===== src/rtl/bcd_counter_ctrl_if.sv =====
// rtl/bcd_counter_ctrl_if.sv - command/status bundle for the BCD run controller
interface bcd_counter_ctrl_if #(
  parameter int DIGITS = 4
);
  logic                start;
  logic                stop;
  logic                lap;
  logic                load_valid;
  logic [4*DIGITS-1:0] load_value;
  logic                load_ready;
  logic [4*DIGITS-1:0] count;
  logic [4*DIGITS-1:0] display;
  logic                running;
  logic                lap_hold;
  logic                overflow;
  logic                load_err;

  modport master (
    output start, stop, lap, load_valid, load_value,
    input  load_ready, count, display, running, lap_hold, overflow, load_err
  );

  modport slave (
    input  start, stop, lap, load_valid, load_value,
    output load_ready, count, display, running, lap_hold, overflow, load_err
  );
endinterface


===== src/rtl/bcd_counter_ctrl.sv =====
// rtl/bcd_counter_ctrl.sv - run/pause/lap/load sequencer for a DIGITS-wide BCD count chain
module bcd_counter_ctrl #(
  parameter int DIGITS   = 4,
  parameter int TICK_DIV = 10
) (
  input  logic              clock,
  input  logic              clear,
  bcd_counter_ctrl_if.slave bus
);
  localparam int W  = 4 * DIGITS;
  localparam int PW = (TICK_DIV > 1) ? $clog2(TICK_DIV) : 1;
  localparam logic [PW-1:0] PRESC_LAST = PW'(TICK_DIV - 1);

  localparam logic [1:0] S_IDLE  = 2'b00;
  localparam logic [1:0] S_RUN   = 2'b01;
  localparam logic [1:0] S_PAUSE = 2'b10;
  localparam logic [1:0] S_BAD   = 2'b11;

  logic [1:0]    r_state;
  logic [PW-1:0] r_presc;
  logic [W-1:0]  r_count;
  logic [W-1:0]  r_snap;
  logic          r_hold;
  logic          r_overflow;
  logic          r_load_err;

  logic          w_ready;
  logic          w_load_acc;
  logic          w_stop_act;
  logic          w_start_act;
  logic          w_run_adv;
  logic          w_tick;
  logic          w_all_nine;
  logic          w_bad_digit;
  logic [W-1:0]  w_inc;
  logic [W-1:0]  w_load_clean;

  // A pending stop masks start even in IDLE where the stop itself does nothing.
  assign w_ready     = (r_state == S_IDLE) || (r_state == S_PAUSE);
  assign w_load_acc  = bus.load_valid && w_ready;
  assign w_stop_act  = !w_load_acc && bus.stop;
  assign w_start_act = !w_load_acc && !bus.stop && bus.start && w_ready;
  assign w_run_adv   = (r_state == S_RUN) && !bus.stop;
  assign w_tick      = w_run_adv && (r_presc == PRESC_LAST);

  always_comb begin
    logic carry;
    carry      = 1'b1;
    w_all_nine = 1'b1;
    w_inc      = r_count;
    for (int i = 0; i < DIGITS; i++) begin
      if (r_count[4*i +: 4] != 4'd9) w_all_nine = 1'b0;
      if (carry) begin
        if (r_count[4*i +: 4] == 4'd9) begin
          w_inc[4*i +: 4] = 4'd0;
        end else begin
          w_inc[4*i +: 4] = r_count[4*i +: 4] + 4'd1;
          carry           = 1'b0;
        end
      end
    end
  end

  always_comb begin
    w_bad_digit  = 1'b0;
    w_load_clean = bus.load_value;
    for (int i = 0; i < DIGITS; i++) begin
      if (bus.load_value[4*i +: 4] > 4'd9) begin
        w_load_clean[4*i +: 4] = 4'd0;
        w_bad_digit            = 1'b1;
      end
    end
  end

  always_ff @(posedge clock) begin
    if (clear) begin
      r_state    <= S_IDLE;
      r_presc    <= '0;
      r_count    <= '0;
      r_snap     <= '0;
      r_hold     <= 1'b0;
      r_overflow <= 1'b0;
      r_load_err <= 1'b0;
    end else begin
      r_overflow <= 1'b0;
      r_load_err <= 1'b0;
      if (w_load_acc) begin
        r_count    <= w_load_clean;
        r_load_err <= w_bad_digit;
      end else if (w_stop_act) begin
        case (r_state)
          S_RUN: begin
            r_state <= S_PAUSE;
            r_hold  <= 1'b0;
          end
          S_PAUSE: begin
            r_state <= S_IDLE;
            r_count <= '0;
            r_presc <= '0;
          end
          default: ;
        endcase
      end else if (w_start_act) begin
        if (r_state == S_IDLE) r_presc <= '0;
        r_state <= S_RUN;
      end else if (w_run_adv) begin
        // Snapshot takes the pre-increment count when lap and tick coincide.
        if (bus.lap) begin
          if (!r_hold) r_snap <= r_count;
          r_hold <= !r_hold;
        end
        if (w_tick) begin
          r_presc    <= '0;
          r_count    <= w_inc;
          r_overflow <= w_all_nine;
        end else begin
          r_presc <= r_presc + PW'(1);
        end
      end
      if (r_state == S_BAD) begin
        r_state <= S_IDLE;
        r_presc <= '0;
      end
    end
  end

  assign bus.load_ready = w_ready;
  assign bus.count      = r_count;
  assign bus.display    = r_hold ? r_snap : r_count;
  assign bus.running    = (r_state == S_RUN);
  assign bus.lap_hold   = r_hold;
  assign bus.overflow   = r_overflow;
  assign bus.load_err   = r_load_err;
endmodule


===== src/flat_wrapper.sv =====
// flat-port wrapper written by rule: the top's interface ports become plain ports
module bcd_counter_ctrl_flat 
#(
  parameter int DIGITS   = 4,
  parameter int TICK_DIV = 10
)
  (clock, clear, bus_start, bus_stop, bus_lap, bus_load_valid, bus_load_value, bus_load_ready, bus_count, bus_display, bus_running, bus_lap_hold, bus_overflow, bus_load_err);
  bcd_counter_ctrl_if #(.DIGITS(DIGITS)) bus_i ();
  input  logic clock;
  input  logic clear;
  input wire logic [$bits(bus_i.start)-1:0] bus_start;
  input wire logic [$bits(bus_i.stop)-1:0] bus_stop;
  input wire logic [$bits(bus_i.lap)-1:0] bus_lap;
  input wire logic [$bits(bus_i.load_valid)-1:0] bus_load_valid;
  input wire logic [$bits(bus_i.load_value)-1:0] bus_load_value;
  output wire logic [$bits(bus_i.load_ready)-1:0] bus_load_ready;
  output wire logic [$bits(bus_i.count)-1:0] bus_count;
  output wire logic [$bits(bus_i.display)-1:0] bus_display;
  output wire logic [$bits(bus_i.running)-1:0] bus_running;
  output wire logic [$bits(bus_i.lap_hold)-1:0] bus_lap_hold;
  output wire logic [$bits(bus_i.overflow)-1:0] bus_overflow;
  output wire logic [$bits(bus_i.load_err)-1:0] bus_load_err;
  assign bus_i.start = bus_start;
  assign bus_i.stop = bus_stop;
  assign bus_i.lap = bus_lap;
  assign bus_i.load_valid = bus_load_valid;
  assign bus_i.load_value = bus_load_value;
  assign bus_load_ready = bus_i.load_ready;
  assign bus_count = bus_i.count;
  assign bus_display = bus_i.display;
  assign bus_running = bus_i.running;
  assign bus_lap_hold = bus_i.lap_hold;
  assign bus_overflow = bus_i.overflow;
  assign bus_load_err = bus_i.load_err;
  bcd_counter_ctrl #(.DIGITS(DIGITS), .TICK_DIV(TICK_DIV)) u_core (.clock(clock), .clear(clear), .bus(bus_i));
endmodule

===== config.mk =====
export PLATFORM = sky130hd
export DESIGN_NAME = bcd_counter_ctrl_flat
export DESIGN_NICKNAME = d
export VERILOG_FILES = /design/src/rtl/bcd_counter_ctrl_if.sv /design/src/rtl/bcd_counter_ctrl.sv /design/src/flat_wrapper.sv
export SDC_FILE = /design/constraint.sdc
export NUM_CORES = 1
export LEC_CHECK = 0
export CAP_MARGIN = 10
export CELL_PAD_IN_SITES_DETAIL_PLACEMENT = 1
export CELL_PAD_IN_SITES_GLOBAL_PLACEMENT = 2
export CORE_MARGIN = 4
export CORE_UTILIZATION = 33
export CTS_BUF_LIST = sky130_fd_sc_hd__clkbuf_8
export DETAILED_ROUTE_END_ITERATION = 7
export PLACE_DENSITY_LB_ADDON = 0.25
export SLEW_MARGIN = 10
export SYNTH_ARGS = -nofsm -noshare
export SYNTH_HDL_FRONTEND = slang
export SYNTH_SLANG_ARGS = --single-unit

===== constraint.sdc =====
create_clock -name clock -period 5.9 [get_ports clock]
set_input_delay 0.885 -clock clock [delete_from_list [all_inputs] [get_ports clock]]
set_output_delay 0.885 -clock clock [all_outputs]
set_load 0.01 [all_outputs]

-- Word-level counts from Yosys, hierarchy flattened
Cells that the tools add are included.
- $lt $le $gt $ge: 4
- reductions and logical operators: 32
- add/subtract/negate cells: 5
- bitwise logic cells: 5
- eq/ne operators: 19
- muxes and demuxes: 42
- operator list (cell ; number):
    16-bit 2-to-1 mux ; 7
    4-bit 2-to-1 mux ; 17
    5-bit AND reduction ; 5
    4-bit by 1-bit adder with 4-bit output, second input constant ; 5
    4-bit equality test, second input constant ; 5
    3-bit nonzero test ; 6
    4-bit greater-than comparator, second input constant ; 4
    4-bit != test, second input constant ; 4
    1-bit 2-to-1 mux ; 15
    9-bit OR reduction ; 1
    4-bit AND reduction ; 2
    1-bit logical AND ; 7
    3-bit by 2-bit != test with 1-bit output, second input constant ; 2
    2-bit nonzero test ; 3
    1-bit inverter ; 5
    2-bit equality test, second input constant ; 2
    2-bit 2-to-1 mux ; 2
    2-bit != test, second input constant ; 2
    2-bit one-hot mux with 2 select lines ; 1
    2-bit OR reduction ; 2
    1-bit logical NOT ; 3
    3-bit by 1-bit != test with 1-bit output, second input constant ; 1
    3-bit != test, second input constant ; 1
    3-bit AND reduction ; 1
    other kinds (4) ; 4
- logic and storage cells: 117
- output and inout bits: 37
- bits in registers: 41
- input bits: 22

-- Longest topological paths before layout
- depth in word-level cells: 10
- depth in mapped cells: 10
- depth with buffers taken out: 7

-- Worst setup path after synthesis
Ideal clock, no wire load.
- path type: input -> register
- start: input bus_stop
- end: register u_core.r_count[13], in the netlist u_core.bus.count[13]
- buffers on the path: 1
- required time: 5766 ps
- setup slack: 3540 ps
- data arrival time: 2225 ps
- stages: 6
- library setup time: 134 ps
- cells stage by stage: buf_6 nand4b_4 or4b_1 a21o_1 a311oi_2 a211oi_1
- cells in the longest elaborated chain, start to end: 6
- elaborated cells on any way between the ends: 15
- those cells by class: eq/ne (2); mux (2); reduce/logical (11)
- RTL lines (element ; line ; text):
    from (decl) ; flat_wrapper.sv:12 ; input wire logic [$bits(bus_i.stop)-1:0] bus_stop;
    1-bit logical NOT ; bcd_counter_ctrl.sv:42, bcd_counter_ctrl.sv:43 ;
    1-bit logical AND (3 in a row) ; bcd_counter_ctrl.sv:42 ; assign w_start_act = !w_load_acc && !bus.stop && bus.start && w_ready;
    3-bit by 1-bit != test with 1-bit output (no source line) ; n/a ;
    5-bit AND reduction (no source line) ; n/a ;
    to (signal assigned) ; bcd_counter_ctrl.sv:88 ; r_count <= w_load_clean;
    to (signal assigned) ; bcd_counter_ctrl.sv:114 ; r_count <= w_inc;
    to (decl) ; bcd_counter_ctrl.sv:21 ; logic [W-1:0] r_count;
Parallel ways exist; a longest one is shown, timed or not.
A chain may end at the register's enable or synchronous reset.

-- Worst setup path after layout
- start: input bus_load_valid
- end: register u_core.r_snap[8]
- cells in the longest elaborated chain, start to end: 7
- elaborated cells on any way between the ends: 10
- those cells by class: bitwise (3); reduce/logical (7)
- RTL lines (element ; line ; text):
    from (decl) ; flat_wrapper.sv:14 ; input wire logic [$bits(bus_i.load_valid)-1:0] bus_load_valid;
    1-bit logical AND * ; bcd_counter_ctrl.sv:40 ; assign w_load_acc = bus.load_valid && w_ready;
    1-bit logical NOT ; bcd_counter_ctrl.sv:41, bcd_counter_ctrl.sv:42 ;
    1-bit logical AND (3 in a row) ; bcd_counter_ctrl.sv:42 ;
    1-bit inverter (no source line) ; n/a ;
    5-bit AND reduction (no source line) * ; n/a ;
    to (signal assigned) ; bcd_counter_ctrl.sv:109 ; if (!r_hold) r_snap <= r_count;
    to (decl) ; bcd_counter_ctrl.sv:22 ; logic [W-1:0] r_snap;
Every way passes the cells marked *; elsewhere a longest branch is shown, timed or not.

==> impl_metrics.ini <==
[status]
status = completed

[worst_setup_path]
crit_type = input pin to flip-flop
end_kind = flip-flop
critPathMaxFanout = 25
cp-start-kind = input pin
required_ps = 6080
rr_startpoint = u_core.r_state[0]$_SDFFE_PP0P_
crit_arrival_ps = 3550
r2r-end = u_core.r_snap[8]$_SDFFE_PP0P_
r2r_cells = 7
r2r_slack_ps = 2780

[sta]
fmax_mhz = 296.7
min_period_ps = 3370
fin_tns_setup_ps = 0
slew_headroom_pct = 26.93
rsz0062_at_grt = false
whs_ps = 494.9
report.final.slew_viol_count = 0
skew_ps = 5.122
setup_ws_ps = 2530
setup_viol_count_final = 0
hold_viol = 0
fin_crit_sh_pct = 57.12
worstMarginPinSlew_ps = 1096

[clocking]
worst_skew_pair.late_latency_ps = 300
numCtsBuffers = 5
cts_resized = 0
clkTransAtPathRegs_ps = 80
post_cts_buffers = 0
cts_tree = done
h-tree-depth = 2
clkSinkCount = 41
clockBufferDepth = 2
hold_buffers = 0
cts_root_buf = clkbuf_8

[synth]
synth-compound-area-share_pct = 18.27
yosysWarnings = 0
synth_cell_types = 56
synth_top_family_by_area = simple AND/OR/NAND/NOR gates
syn_inst = 300
async_flop_share_pct = 0
synth_area_um2 = 2555
ys_ff_latch = 41
synthTopCellsByArea = dfxtp_1, ha_1, mux2i_1
synth_nets = 336
synthAdderAreaFrac_pct = 6.856
synth_edf_count = 0
yosys.area.top_type = dfxtp_1
synth_top_area_share_pct = 32.13
synth.area.mux_share_pct = 11.12
synth-simple-area-share_pct = 26.69
ys_seq_area_share_pct = 32.13
syn_avg_cell_area_um2 = 8.516
ys.flop_type = dfxtp_1
synth-xor-area-share_pct = 0.3428

[route]
ant_nets = 0
drc = 0
wirelength_um = 7803
num_vias = 2449
wl_per_cell_um = 17.30
vias_per_cell = 5.430
firstDrtPassIters = 4
initialDrtViolationCount = 67

[power]
total_power_mw = 0.6675
power_frac_seq_pct = 45.6
power_density_nw_per_um2 = 203.0
power_frac_comb_pct = 25.2
power.share.clock_pct = 29.1
p_sw_mw = 0.2056
leakagePower_nw = 1.157
peakVddDrop_mv = 0.08739
sw_frac_of_total_pct = 30.80
p_int_mw = 0.4619

[layout]
fillerInstances = 888
final_core_util_pct = 44.62
drive_above_1_share_pct = 7.670
stdcell_count = 451
nets = 388
syn_to_final_growth_pct = 28.70
diodes = 0
final_area_um2 = 3288
final_cell_mix = clkdlybuf4s50_1, dfxtp_1, nor2_1
final_common_cell = clkdlybuf4s50_1

[place]
numPortBuffers = 58
dpl_cell_area_um2 = 3198
place.gp.congestion = 0.7841
post-place-ws_ps = 2194
dp_hpwl_um = 5725
dp_cells = 444

[floorplan]
start_util_pct = 34.67
io_pins = 59
rows = 31
core_um2 = 7370
dieArea_um2 = 9214
fp.dieW_um = 95.99
die_h_um = 95.99

[global_route]
grt_pass1_vias = 2422
antenna_found_initial = 0
track_usage_pct = 17.45
grt_overflow = 0
grt_max_degree = 44
grt_pass1_wl_um = 12520

[worst_hold_path]
hold_depth = 2
min_from = u_core.r_snap[10]$_SDFFE_PP0P_
hold_end = u_core.r_snap[10]$_SDFFE_PP0P_
worstHoldPathType = flip-flop to flip-flop

[run]
maxCapViolCount = 0
worst max-delay path, stage by stage:
cell and delay, ps:
clkdlybuf4s50_1 480, o21a_1 480, nor2_4 360, and4_1 970, mux2i_1 300, nor2_1 60
cell type report:
type | count | area, um^2 | share of cell area [%]
repair buffers | 60 | 595.6 | 18.11
well taps | 99 | 123.9 | 3.767
flip-flops and latches | 41 | 820.8 | 24.96
multi-input cells | 233 | 1617 | 49.16
clock buffers | 6 | 82.58 | 2.511
inverters | 11 | 41.29 | 1.256
clock inverters | 1 | 7.507 | 0.2283
metal layers:
layer	track usage [%]	vias to the layer above	part of all wire [%]
li1	-	1207	-
met1	22.94	1186	47
met2	29.27	49	49
met3	2.893	7	3.3
met4	4.976	0	1.2
met5	0	-	0
flip-flops by register name (all words and copies together), names as in the netlist:
signal               cells
u_core.bus.count        16
u_core.r_snap           16
u_core.r_presc           4
u_core.r_state           2
u_core.bus.lap_hold      1
u_core.bus.load_err      1
u_core.bus.overflow      1
power groups by stage:
stage | combinational [mW] | clock (mW) | sequential (mW)
floorplan | 0.0876 | 0 | 0.310
global placement | 0.167 | 0 | 0.311
detailed placement | 0.169 | 0 | 0.312
CTS | 0.170 | 0.203 | 0.305
global route | 0.186 | 0.210 | 0.308
finish | 0.168 | 0.195 | 0.305
Yosys cell counts, types with 3 or more instances:
cell type,n
dfxtp_1,41
nor2_1,39
o21ai_0,20
mux2i_1,16
ha_1,14
a21oi_1,13
nand2_1,13
inv_1,11
mux2_2,11
clkbuf_1,9
nand3_1,9
a211oi_1,8
nand2b_1,8
nor3_1,8
nor3b_1,6
nand3b_1,5
nor4b_1,5
a31oi_1,4
a32oi_1,4
nor2b_1,4
or3_1,4
a21o_1,3
nor4_1,3
worst max path at each step:
stage / from / slack (ps) / to / cells after the start
final: bus_load_valid / 2530 / u_core.r_snap[8]$_SDFFE_PP0P_ / 6
after global routing: bus_load_valid / 2350 / u_core.r_snap[8]$_SDFFE_PP0P_ / 6
after CTS: bus_load_valid / 2530 / u_core.r_snap[8]$_SDFFE_PP0P_ / 6
after detailed placement: bus_load_valid / 2190 / u_core.r_snap[8]$_SDFFE_PP0P_ / 6
after global placement: bus_load_valid / 2300 / u_core.r_snap[9]$_SDFFE_PP0P_ / 6
after floorplan: bus_stop / 3540 / u_core.bus.count[13]$_SDFFE_PP0P_ / 6
cell families (layout without fill, tap and decap cells):
kind of cell	count (synthesis)	in the layout
DFF	41	41
xor gates and xnor gates	1	1
muxes	27	27
buffers and inverters	26	78
and+or+nand+nor	121	121
adders and majority gates	14	14
AOI/OAI and AO/OA	70	70
Power figures use the tool's default switching activity.
